==> config.mk <==
export PLATFORM = sky130hd
export DESIGN_NAME = iir_biquad_df1
export DESIGN_NICKNAME = d
export VERILOG_FILES = /design/src/rtl/iir_pkg.sv /design/src/rtl/iir_mac.sv /design/src/rtl/iir_biquad_df1.sv
export SDC_FILE = /design/constraint.sdc
export NUM_CORES = 1
export LEC_CHECK = 0
export ABC_AREA = 1
export BUFFER_PORTS_ARGS = -buffer_cell sky130_fd_sc_hd__buf_2
export CORE_UTILIZATION = 30
export CTS_CLUSTER_SIZE = 28
export DETAILED_ROUTE_END_ITERATION = 8
export GPL_ROUTABILITY_DRIVEN = 0
export MAX_ROUTING_LAYER = met4
export PLACE_DENSITY = 0.51
export SETUP_SLACK_MARGIN = 0.02
export SLEW_MARGIN = 20
export SYNTH_ARGS = -nofsm -noshare
export SYNTH_HDL_FRONTEND = slang
export SYNTH_SLANG_ARGS = --single-unit
==> constraint.sdc <==
create_clock -name clk -period 12.2 [get_ports clk]
set_clock_uncertainty 0.15 [all_clocks]
set_input_delay 0.61 -clock clk [delete_from_list [all_inputs] [get_ports clk]]
set_output_delay 0.61 -clock clk [all_outputs]
set_load 0.005 [all_outputs]
==> src/rtl/iir_pkg.sv <==
// Shared widths, FSM encoding and default coefficients for the Direct Form I biquad.
// Default coefficients: 2nd-order Butterworth highpass, fc = 150 Hz at fs = 1 kHz.
package iir_pkg;

  localparam int unsigned SampleW  = 16;
  localparam int unsigned CoefW    = 16;
  localparam int unsigned FracBits = 14;
  localparam int unsigned AccW     = 36;
  localparam int unsigned ProdW    = SampleW + CoefW;
  localparam int unsigned RndW     = AccW - FracBits;
  localparam int unsigned TapW     = 3;

  localparam logic [TapW-1:0] LastTap = 3'd4;

  typedef enum logic [1:0] {
    StIdle,
    StMac,
    StOut
  } state_e;

  localparam logic signed [CoefW-1:0] DefB0 = 16'sd8274;
  localparam logic signed [CoefW-1:0] DefB1 = -16'sd16548;
  localparam logic signed [CoefW-1:0] DefB2 = 16'sd8274;
  localparam logic signed [CoefW-1:0] DefA1 = -16'sd12252;
  localparam logic signed [CoefW-1:0] DefA2 = 16'sd4460;

  localparam logic signed [SampleW-1:0] SampleMax = 16'sh7FFF;
  localparam logic signed [SampleW-1:0] SampleMin = 16'sh8000;

  // Half an LSB of the Q2.14 result, expressed in accumulator (Q8.28) units.
  localparam logic signed [AccW-1:0] RoundHalf = AccW'(1) << (FracBits - 1);

endpackage

==> src/rtl/iir_mac.sv <==
// Shared signed 16x16 multiplier feeding a 36-bit add/subtract accumulator.
// The product is not registered; product plus accumulator settle in one cycle.
module iir_mac
  import iir_pkg::*;
(
  input  logic                     clk,
  input  logic                     rst_n,
  input  logic                     clr,
  input  logic                     en,
  input  logic                     sub,
  input  logic signed [CoefW-1:0]  coef,
  input  logic signed [SampleW-1:0] data,
  output logic signed [AccW-1:0]   acc
);

  logic signed [ProdW-1:0] coef_ext;
  logic signed [ProdW-1:0] data_ext;
  logic signed [ProdW-1:0] prod;
  logic signed [AccW-1:0]  prod_ext;
  logic signed [AccW-1:0]  acc_d;
  logic signed [AccW-1:0]  acc_q;

  assign coef_ext = ProdW'(coef);
  assign data_ext = ProdW'(data);
  assign prod     = coef_ext * data_ext;
  assign prod_ext = {{(AccW - ProdW){prod[ProdW-1]}}, prod};

  always_comb begin
    acc_d = acc_q;
    if (clr) begin
      acc_d = '0;
    end else if (en) begin
      acc_d = sub ? (acc_q - prod_ext) : (acc_q + prod_ext);
    end
  end

  always_ff @(posedge clk or negedge rst_n) begin
    if (!rst_n) begin
      acc_q <= '0;
    end else begin
      acc_q <= acc_d;
    end
  end

  assign acc = acc_q;

endmodule

==> src/rtl/iir_biquad_df1.sv <==
// Direct Form I biquad, one sample per 7 clocks through a shared MAC (5 taps).
// Define BIQUAD_SAT_EN to clamp the output instead of two's-complement wrapping.
module iir_biquad_df1
  import iir_pkg::*;
#(
  parameter logic signed [CoefW-1:0] B0 = DefB0,
  parameter logic signed [CoefW-1:0] B1 = DefB1,
  parameter logic signed [CoefW-1:0] B2 = DefB2,
  parameter logic signed [CoefW-1:0] A1 = DefA1,
  parameter logic signed [CoefW-1:0] A2 = DefA2
) (
  input  logic                      clk,
  input  logic                      rst_n,
  input  logic                      clr,
  input  logic                      in_valid,
  output logic                      in_ready,
  input  logic signed [SampleW-1:0] in_data,
  output logic                      out_valid,
  output logic signed [SampleW-1:0] out_data
);

  state_e state_q, state_d;
  logic [TapW-1:0] k_q, k_d;

  logic signed [SampleW-1:0] x0_q, x1_q, x2_q, y1_q, y2_q;
  logic signed [SampleW-1:0] out_data_q;
  logic                      out_valid_q;

  logic                      accept;
  logic                      mac_en;
  logic                      mac_clr;
  logic                      mac_sub;
  logic signed [CoefW-1:0]   mac_coef;
  logic signed [SampleW-1:0] mac_data;
  logic signed [AccW-1:0]    acc;
  logic signed [AccW-1:0]    acc_rnd;
  logic signed [RndW-1:0]    rnd;
  logic signed [SampleW-1:0] y_new;

  assign in_ready = (state_q == StIdle);
  assign accept   = in_ready & in_valid & ~clr;

  // Control: clr overrides everything, including a sample offered in IDLE.
  always_comb begin
    state_d = state_q;
    k_d     = k_q;
    if (clr) begin
      state_d = StIdle;
      k_d     = '0;
    end else begin
      case (state_q)
        StIdle: begin
          if (in_valid) begin
            state_d = StMac;
            k_d     = '0;
          end
        end
        StMac: begin
          if (k_q == LastTap) begin
            state_d = StOut;
          end else begin
            k_d = k_q + 3'd1;
          end
        end
        StOut:   state_d = StIdle;
        default: state_d = StIdle;
      endcase
    end
  end

  always_ff @(posedge clk or negedge rst_n) begin
    if (!rst_n) begin
      state_q <= StIdle;
      k_q     <= '0;
    end else begin
      state_q <= state_d;
      k_q     <= k_d;
    end
  end

  // Tap k selects one coefficient/sample pair; feedback terms are subtracted.
  always_comb begin
    mac_coef = B0;
    mac_data = x0_q;
    mac_sub  = 1'b0;
    case (k_q)
      3'd1: begin
        mac_coef = B1;
        mac_data = x1_q;
      end
      3'd2: begin
        mac_coef = B2;
        mac_data = x2_q;
      end
      3'd3: begin
        mac_coef = A1;
        mac_data = y1_q;
        mac_sub  = 1'b1;
      end
      3'd4: begin
        mac_coef = A2;
        mac_data = y2_q;
        mac_sub  = 1'b1;
      end
      default: ;
    endcase
  end

  assign mac_en  = (state_q == StMac) & ~clr;
  assign mac_clr = clr | accept;

  iir_mac u_mac (
    .clk   (clk),
    .rst_n (rst_n),
    .clr   (mac_clr),
    .en    (mac_en),
    .sub   (mac_sub),
    .coef  (mac_coef),
    .data  (mac_data),
    .acc   (acc)
  );

  // Round half up, then drop the 14 fraction bits (arithmetic shift).
  assign acc_rnd = acc + RoundHalf;
  assign rnd     = acc_rnd[AccW-1:FracBits];

`ifdef BIQUAD_SAT_EN
  logic [RndW-SampleW:0] rnd_hi;
  logic                  rnd_ovf;
  logic                  unused_rnd;

  assign rnd_hi     = rnd[RndW-1:SampleW-1];
  assign rnd_ovf    = ~((&rnd_hi) | ~(|rnd_hi));
  assign y_new      = rnd_ovf ? (rnd[RndW-1] ? SampleMin : SampleMax) : rnd[SampleW-1:0];
  assign unused_rnd = ^acc_rnd[FracBits-1:0];
`else
  logic unused_rnd;

  assign y_new      = rnd[SampleW-1:0];
  assign unused_rnd = ^{acc_rnd[FracBits-1:0], rnd[RndW-1:SampleW]};
`endif

  // Delay line and output register; y1 takes the narrowed value so feedback matches out_data.
  always_ff @(posedge clk or negedge rst_n) begin
    if (!rst_n) begin
      x0_q        <= '0;
      x1_q        <= '0;
      x2_q        <= '0;
      y1_q        <= '0;
      y2_q        <= '0;
      out_data_q  <= '0;
      out_valid_q <= 1'b0;
    end else if (clr) begin
      x0_q        <= '0;
      x1_q        <= '0;
      x2_q        <= '0;
      y1_q        <= '0;
      y2_q        <= '0;
      out_data_q  <= '0;
      out_valid_q <= 1'b0;
    end else begin
      out_valid_q <= (state_q == StOut);
      if (accept) begin
        x0_q <= in_data;
      end
      if (state_q == StOut) begin
        x2_q       <= x1_q;
        x1_q       <= x0_q;
        y2_q       <= y1_q;
        y1_q       <= y_new;
        out_data_q <= y_new;
      end
    end
  end

  assign out_valid = out_valid_q;
  assign out_data  = out_data_q;

endmodule

Word level (Yosys, flattened, before mapping)
Index checks and enable logic that the tools add are counted. W data, S select, Z words.

$mul: 1. Muxes and demuxes: 25. Add/sub/neg operators: 4. Bitwise operators: 5. Reduce and logical (&&, ||, !) cells: 8. Eq/ne operators: 9.

Operators with widths (count): $mux W16 (10); $mux W36 (3); $pmux W16 S4 (1); $pmux W16 S3 (1); $add A36 B32 Y36 (1); $sub A36 B32 Y36 (1); $mul A16 B16 Y32 (1); $add A30 B15 Y30 const B (1); $mux W3 (3); $ne A3 B3 Y1 const B (3); $eq A3 B2 Y1 const B (2); $mux W2 (3); $pmux W3 S2 (1); $reduce_bool A2 Y1 (3); $pmux W2 S2 (1); $add A3 B1 Y3 const B (1); $and A1 B1 Y1 (3); $eq A3 B1 Y1 const B (1); $eq A3 B3 Y1 const B (1); $reduce_and A3 Y1 (1); $reduce_bool A3 Y1 (1); $eq A2 B1 Y1 const B (1); $eq A2 B2 Y1 const B (1); $logic_not A2 Y1 (1); 5 further kinds (6).

Register bits after elaboration: 122. Logic and storage cells: 61. Bits of input ports: 20. Output and inout port bits: 18.

Depth between registers and ports, before layout
Gate-level depths: netlist of run 1.

Word-level depth: 7. Depth in mapped cells: 58. Gate-level depth less buffers: 57.

Cells and area by module
From an unflattened synthesis of run 1, not the netlist that was laid out.

Cell total of the unflattened synthesis: 2831. Area total of the unflattened synthesis: 19806.5 µm².

By module, submodules not included: iir_mac (cells each 2289, area an instance 15531.1 µm², times used 1, sequential area each 900.9 µm²); iir_biquad_df1 (cells each 542, area an instance 4275.4 µm², times used 1, sequential area each 2152.1 µm²).

Worst setup path after synthesis of run 1
No wires, ideal clock.

Kind: reg2reg. Start point: reg k_q[0]. End point: reg u_mac.acc_q[29] (netlist: u_mac.acc[29]). Setup slack: 3.313 ns. Stages on the path, launching flop included: 47. Buffers on the path: 2. Data arrival time: 8.619 ns. Clock period less this slack: 8.887 ns. Data required time: 11.933 ns. Library setup time: 0.117 ns. Cell sequence: dfrtp_1 -> ha_1 -> ha_1 -> inv_1 -> clkbuf_1 -> clkbuf_1 -> o22ai_1 -> a221oi_1 -> nand2_1 -> inv_1 -> nor2_1 -> fa_1 -> inv_1 -> fa_1 -> inv_1 -> fa_1 -> fa_1 -> fa_1 -> [11 not listed] -> nand2_2 -> a21oi_4 -> xor2_4 -> nand2_1 -> nor2_1 -> a21oi_1 -> xor2_1 -> ha_1 -> a21oi_1 -> o21ai_0 -> a211oi_1 -> o21ai_0 -> a31oi_1 -> nand3_1 -> nand2_1 -> nand3_1 -> nand3_1 -> nand2_1.

Word-level cells in the longest chain between the ends: 7. Elaborated cells on any way between the ends: 14. Those cells by class: 2 x add/sub; 1 x mul; 4 x eq/ne; 6 x mux; 1 x reduce/logical.

Ends and longest elaborated chain: start: declaration (RTL line iir_biquad_df1.sv:23) `logic [TapW-1:0] k_q, k_d;`; start signal: assignment (RTL line iir_biquad_df1.sv:77) `k_q <= k_d;`; $eq A3 B3 Y1, or another cell as far along (RTL line iir_biquad_df1.sv:86) `case (k_q)`; $pmux W16 S4 / $pmux W16 S3 (equally long branches) (RTL line iir_biquad_df1.sv:86); $mul A16 B16 Y32 (RTL line iir_mac.sv:25) `assign prod = coef_ext * data_ext;`; $add A36 B32 Y36 / $sub A36 B32 Y36 (equally long branches) (RTL line iir_mac.sv:33) `acc_d = sub ? (acc_q - prod_ext) : (acc_q + prod_ext);`; $mux W36 (*) (RTL line iir_mac.sv:33); $mux W36 (*) (RTL line iir_mac.sv:32) `end else if (en) begin`; $mux W36 (*) (RTL line iir_mac.sv:30) `if (clr) begin`; end signal: assignment (RTL line iir_mac.sv:39) `acc_q <= '0;`; end signal: assignment (RTL line iir_mac.sv:41) `acc_q <= acc_d;`; end: declaration (RTL line iir_mac.sv:21) `logic signed [AccW-1:0] acc_q;`.

Every way passes the cells marked *; elsewhere a longest branch is shown, timed or not. The select of a mux whose other input is x is not followed. A chain may end at the register's enable or synchronous reset.

Final worst setup path of run 1
Start point: reg k_q[2]. End point: reg u_mac.acc_q[29] (netlist: u_mac.acc[29]).

The elaborated chain is that of the path after synthesis.

==> out/qor.yml, run 1 <==
layout:
  synthToLayoutAreaGrowth_pct: 10.16
  final_nets: 2506
  n_fill_cell: 5728
  seqCellArea_um2: 2878
  multiInputGateArea_um2: 11030
  post_route_cells_drive_above_1_share: 0.06401
  design_area_um2: 17830
  antennaDiodeCount: 0
synth:
  synth-simple-area-share: 0.1818
  syn_avg_cell_area_um2: 7.655
  ys_seq_area_frac: 0.1778
  synth_seq_cells: 115
  ys_warn_count: 0
  synth_most_common_cell: "inv_1"
  ys_types: 51
  synth_xor_area_frac: 0.02435
  synthTopCellsByCount: "inv_1 (538), nand2_1 (349), fa_1 (214)"
  yosys-top-cells-area: "fa_1 (26%), dfrtp_1 (18%), inv_1 (12%)"
  muxShareOfSynthArea: 0
  synthesis.area_um2: 16190
  synth_edf_count: 0
  synthFlopType: "dfrtp_1"
  synth-async-reset-ratio: 1.000
  yosys.area.top_type: "fa_1"
  synth_top_area_frac: 0.2646
  synth_fa_ha_area_frac: 0.3628
  postSynthCellCount: 2115
  synth-compound-area-share: 0.1115
  synth_top_family_by_area: "adder cells"
floorplan:
  core_area_um2: 52970
  dieArea_um2: 54900
  fp-row-count: 84
  start_util: 0.3056
  ios: 38
  fp.dieH_um: 234.3
  dieWidth_um: 234.3
setup_path:
  path_max_fanout: 22
  crit_path_top_delay_cell: "inv_1"
  max_stage_delay_ps: 780
  rr_worst_depth: 47
  cp.arrival_ps: 11100
  r2r-end: "u_mac.acc[29]"
  crit_top_cell: "inv_1"
  criticalPathCategory: "reg -> reg"
  r2r_slack_ps: 1250
  reg2reg_from: "k_q[2]"
  start_kind: "flip-flop"
  endpoint_kind: "flip-flop"
  required_ps: 12360
  startpoint: "k_q[2]"
placed_design:
  port_buffers: 37
  place_hpwl_mm: 40.44
  place_area_um2: 17180
clock_network:
  clk_latency_ps: 430
  cts_hold_buf: 0
  cts_tree: "yes"
  cts_root_buffer: "clkbuf_16"
  clkSlewWorstSetupHoldPaths_ps: 60
  post-cts-setup-buffers: 0
  clockBufferDepth: 2
  clock_sinks: 115
  cts_resized: 0
  cts_htree_levels: 4
  cts_buffers: 17
worst_hold_path:
  hold_path_class: "in -> async"
job:
  drv.max_cap_violation_count: 0
global_routing:
  grt_pass1_wl_mm: 78.32
  busiest_layer: "met2"
  antenna_found_initial: 0
  track_usage: 0.1917
  grt_max_degree: 66
  grt_use_met1: 0.2601
  met3_usage: 0.03855
  overflow: 0
  met2_usage: 0.2905
  grt_pass1_vias: 14030
detailed_routing:
  wirelength_mm: 48.34
  first_iter_violations: 887
  viasPerCell: 4.782
  firstDrtPassIters: 6
  routedWlPerCell_um: 17.00
  drc_errors: 0
  ant_nets: 0
  vias: 13600
timing:
  hold_viol_final: 0
  worst_pin_slew_ps: 1061
  min_period_ps: 10950
  slew_viol_final: 0
  setup_tns_ps: 0
  fmax_ghz: 0.09136
  grt_setup_unrepaired: "no"
  setup_viol: 0
  fin_crit_sh: 0.8972
  relSlewSlack: 0.2918
outcome:
  status: "complete, no violations"
placed cells by master, fill, tap and decap left out, types with 5 or more instances in the layout:
cell type and n:
a21oi_1 89, a221oi_1 5, buf_2 36, buf_4 14, bufinv_16 5, clkbuf_16 17
clkinv_1 5, conb_1 5, dfrtp_1 115, fa_1 214, ha_1 127, inv_1 538
inv_2 21, nand2_1 349, nand2_2 11, nand3_1 93, nand3b_1 9, nand4_1 16
nor2_1 176, nor2_2 6, nor3_1 12, o211ai_1 8, o21ai_0 107, o21ai_1 16
o22ai_1 61, o31ai_1 5, xnor2_1 5, xor2_1 35
cell type report:
cell class / instances / share of cell area
clock buffers: 22 / 0.02715
clock inverters: 8 / 0.009752
inverters: 564 / 0.1187
multi-input cells: 1397 / 0.6187
flip-flops and latches: 115 / 0.1614
well taps: 688 / 0.04827
repair buffers: 50 / 0.01600
metal layers:
metal	vias up	routed length, um
li1	6580	-
met1	6614	22660
met2	339	21690
met3	67	2914
met4	0	1079
met5	-	0
logic make-up (layout without fill, tap and decap cells):
group | count (synthesis) | count (layout)
and+or+nand+nor | 692 | 692
buffers and inverters | 606 | 644
xor gates and xnor gates | 42 | 42
AOI/OAI and AO/OA | 317 | 317
other | 2 | 5
DFF | 115 | 115
adders and majority gates | 341 | 341
worst max-delay path by stage:
stage	endpoint	cells past startpoint
floorplan	u_mac.acc[29]	46
global placement	u_mac.acc[29]	47
detailed placement	u_mac.acc[29]	47
CTS	u_mac.acc[29]	47
global route	u_mac.acc[29]	47
finish	u_mac.acc[29]	47
flip-flops by register name, summed over array words and instances (netlist names):
signal     flops
u_mac.acc     29
out_data      16
x0_q          16
x1_q          16
x2_q          16
y2_q          16
k_q            3
state_q        2
out_valid      1
per-stage QoR:
step / instances / util / setup slack, ps / hold slack (ps)
2_1_floorplan: 2118 / - / 3313 / 164.4
3_3_place_gp: 2814 / 0.3242 / 1510 / 319.6
3_5_place_dp: 2814 / 0.3242 / 1390 / 328.1
4_1_cts: 2844 / 0.3367 / 1337 / 171.4
5_1_grt: 2844 / 0.3367 / 652.9 / 189.8
6_report: 2844 / 0.3367 / 1254 / 116.1
critical path, delay by kind of cell, from the launching register on:
family | cells | cell delay, ps
fa+ha+maj | 9 | 4170
buf+inv | 14 | 2280
simple gates | 16 | 1960
compound gates | 7 | 1540
flops | 1 | 530
xor+xnor | 1 | 170
Power of run 1 is left out: the tool's default activity adds up to more than one toggle a clock period on the data nets, which glitch-free logic cannot reach.
==> run 2: changes to the inputs <==
--- a/config.mk
+++ b/config.mk
@@ -17,4 +17,5 @@
 export SLEW_MARGIN = 20
 export SYNTH_ARGS = -nofsm -noshare
 export SYNTH_HDL_FRONTEND = slang
+export SYNTH_HIERARCHICAL = 1
 export SYNTH_SLANG_ARGS = --single-unit
==> run 2 against run 1 <==
Net effect: synthesized cell count grew 22%; count of clock-buffer cells in the layout shrank 3; die area grew 14%; fmax grew 3.9%.
==> out/qor.yml, run 2 <==
power:
  comb_power_share: 0.783
  leakage_nw: 11.43
  vdd_ir_drop_max_mv: 0.1227
  p_int_mw: 1.870
  clkPwrFrac: 0.119
  p_sw_frac: 0.5872
  powerDensity_nw_per_um2: 227.3
  p_sw_mw: 2.659
  seqPwrFrac: 0.098
floorplan:
  core_area_um2: 60470  # was 52970 um2
  dieArea_um2: 62360  # was 54900 um2
  dieWidth_um: 249.7  # was 234.3 um
  fp-row-count: 90  # was 84
  start_util: 0.3044  # was 0.3056
  ios: 38  # unchanged
  fp.dieH_um: 249.7  # was 234.3 um
setup_path:
  path_max_fanout: 21  # was 22
  required_ps: 12400  # was 12360 ps
  cp.arrival_ps: 10740  # was 11100 ps
  r2r-end: "u_mac/acc[27]"  # was u_mac.acc[29]
  r2r_slack_ps: 1670  # was 1250 ps
  start_kind: "flip-flop"  # unchanged
  endpoint_kind: "flip-flop"  # unchanged
  criticalPathCategory: "reg -> reg"  # unchanged
  crit_top_cell: "nand2_1"  # was inv_1
  rr_worst_depth: 48  # was 47
  crit_path_top_delay_cell: "fa_1"  # was inv_1
  reg2reg_from: "k_q[0]"  # was k_q[2]
  max_stage_delay_ps: 580  # was 780 ps
  startpoint: "k_q[0]"  # was k_q[2]
timing:
  worst_pin_slew_ps: 1046  # was 1061 ps
  min_period_ps: 10530  # was 10950 ps
  fmax_ghz: 0.09494  # was 0.09136 GHz
  fin_ws_ps: 1667  # was 1254 ps
  fin_crit_sh: 0.8634  # was 0.8972
  relSlewSlack: 0.3009  # was 0.2918
  grt_setup_unrepaired: "no"  # unchanged
  setup_viol: 0  # unchanged
  slew_viol_final: 0  # unchanged
  hold_viol_final: 0  # unchanged
  setup_tns_ps: 0  # unchanged
layout:
  final_cell_mix: "nand2_1 (702), inv_1 (680), fa_1 (257)"  # was inv_1 (538), nand2_1 (349), fa_1 (214)
  post_route_cells_drive_above_1_share: 0.04908  # was 0.06401
  synthToLayoutAreaGrowth_pct: 8.211  # was 10.16%
  final_nets: 2948  # was 2506
  final_common_cell: "nand2_1"  # was inv_1
  design_area_um2: 19920  # was 17830 um2
  largest_reg_flops: 30  # was 29
global_routing:
  grt_max_degree: 73  # was 66
  grt_pass1_wl_mm: 84.97  # was 78.32 mm
  grt_pass1_vias: 15750  # was 14030
  overflow: 0  # unchanged
  track_usage: 0.1770  # was 0.1917
  antenna_found_initial: 0  # unchanged
clock_network:
  clk_latency_ps: 440  # was 430 ps
  cts_root_buffer: "clkbuf_16"  # unchanged
  clock_sinks: 116  # was 115
  clockBufferDepth: 2  # unchanged
  cts_htree_levels: 4  # unchanged
  post-cts-setup-buffers: 0  # unchanged
  cts_resized: 0  # unchanged
  clkSlewWorstSetupHoldPaths_ps: 60  # about the same
  cts_hold_buf: 0  # unchanged
  cts_tree: "yes"  # unchanged
  cts_buffers: 17  # unchanged
worst_hold_path:
  hold_path_class: "in -> async"  # unchanged
placed_design:
  place_hpwl_mm: 41.47  # was 40.44 mm
  place_area_um2: 19290  # was 17180 um2
  dp_slack_ps: 1826  # was 1390 ps
  port_buffers: 37  # unchanged
detailed_routing:
  viasPerCell: 4.582  # was 4.782
  firstDrtPassIters: 5  # was 6
  wirelength_mm: 51.40  # was 48.34 mm
  first_iter_violations: 1033  # was 887
  routedWlPerCell_um: 15.34  # was 17.00 um
  ant_nets: 0  # unchanged
  vias: 15350  # was 13600
  drc_errors: 0  # unchanged
synth:
  syn_avg_cell_area_um2: 7.149  # was 7.655 um2
  postSynthCellCount: 2575  # was 2115
  synthesis.area_um2: 18410  # was 16190 um2
  ys_warn_count: 6  # was 0
job:
  drv.max_cap_violation_count: 0  # unchanged
outcome:
  status: "complete, no violations"  # unchanged
==> run 2: cell type report <==
cell class                 instances  area, um2
antenna                            1      2.502
clock buffer                      19      452.9
clock inverter                    13      170.2
fill                            6459      40550
inverter                         690       2590
multi-input combinational       1681      12550
sequential                       116       2903
tap                              782      978.4
timing repair buffer              48      270.3
==> run 2: metrics by stage <==
step	total power [mW]	utilization	hold WS (ps)	cells
2_1_floorplan	2.990	-	164.4	2582
3_3_place_gp	3.981	0.3191	326.8	3317
3_5_place_dp	3.970	0.3191	331.9	3317
4_1_cts	4.557	0.3294	72.25	3349
6_report	4.529	0.3294	59.63	3350
5_1_grt	5.034	0.3294	93.38	3349
==> run 2: critical path, delay by kind of cell (launching register included) <==
family                     cells  cell delay (ps)
xor gates and xnor gates       2              680
buffers and inverters          9              630
AOI/OAI and AO/OA              7             1650
and+or+nand+nor               21             2840
adders and majority gates      9             4050
DFF                            1              410
==> run 2: layer usage <==
layer	vias up	GRT usage	share of wire
met5	-	-	0
met4	0	0.03439	0.016
met3	46	0.02983	0.050
met2	320	0.2750	0.45
met1	7420	0.2423	0.48
li1	7563	-	-
==> run 2: how the worst max path moves through the flow <==
| stage | to | slack (ps) | cells after the start |
|---|---|---|---|
| detailed placement | u_mac/acc[27] | 1830 | 48 |
| floorplan | u_mac/acc[27] | 3600 | 49 |
| CTS | u_mac/acc[27] | 1760 | 48 |
| global route | u_mac/acc[27] | 1030 | 48 |
| global placement | u_mac/acc[27] | 1910 | 48 |
| finish | u_mac/acc[27] | 1670 | 48 |
==> run 2: power by group through the flow <==
stage | combinational [mW] | clock, mW | sequential, mW
2_1_floorplan | 2.56 | 0 | 0.434
3_3_place_gp | 3.53 | 0 | 0.450
3_5_place_dp | 3.52 | 0 | 0.450
4_1_cts | 3.56 | 0.549 | 0.443
5_1_grt | 4.02 | 0.566 | 0.446
6_report | 3.55 | 0.540 | 0.443
No activity file was read; power rests on OpenSTA's default activity.
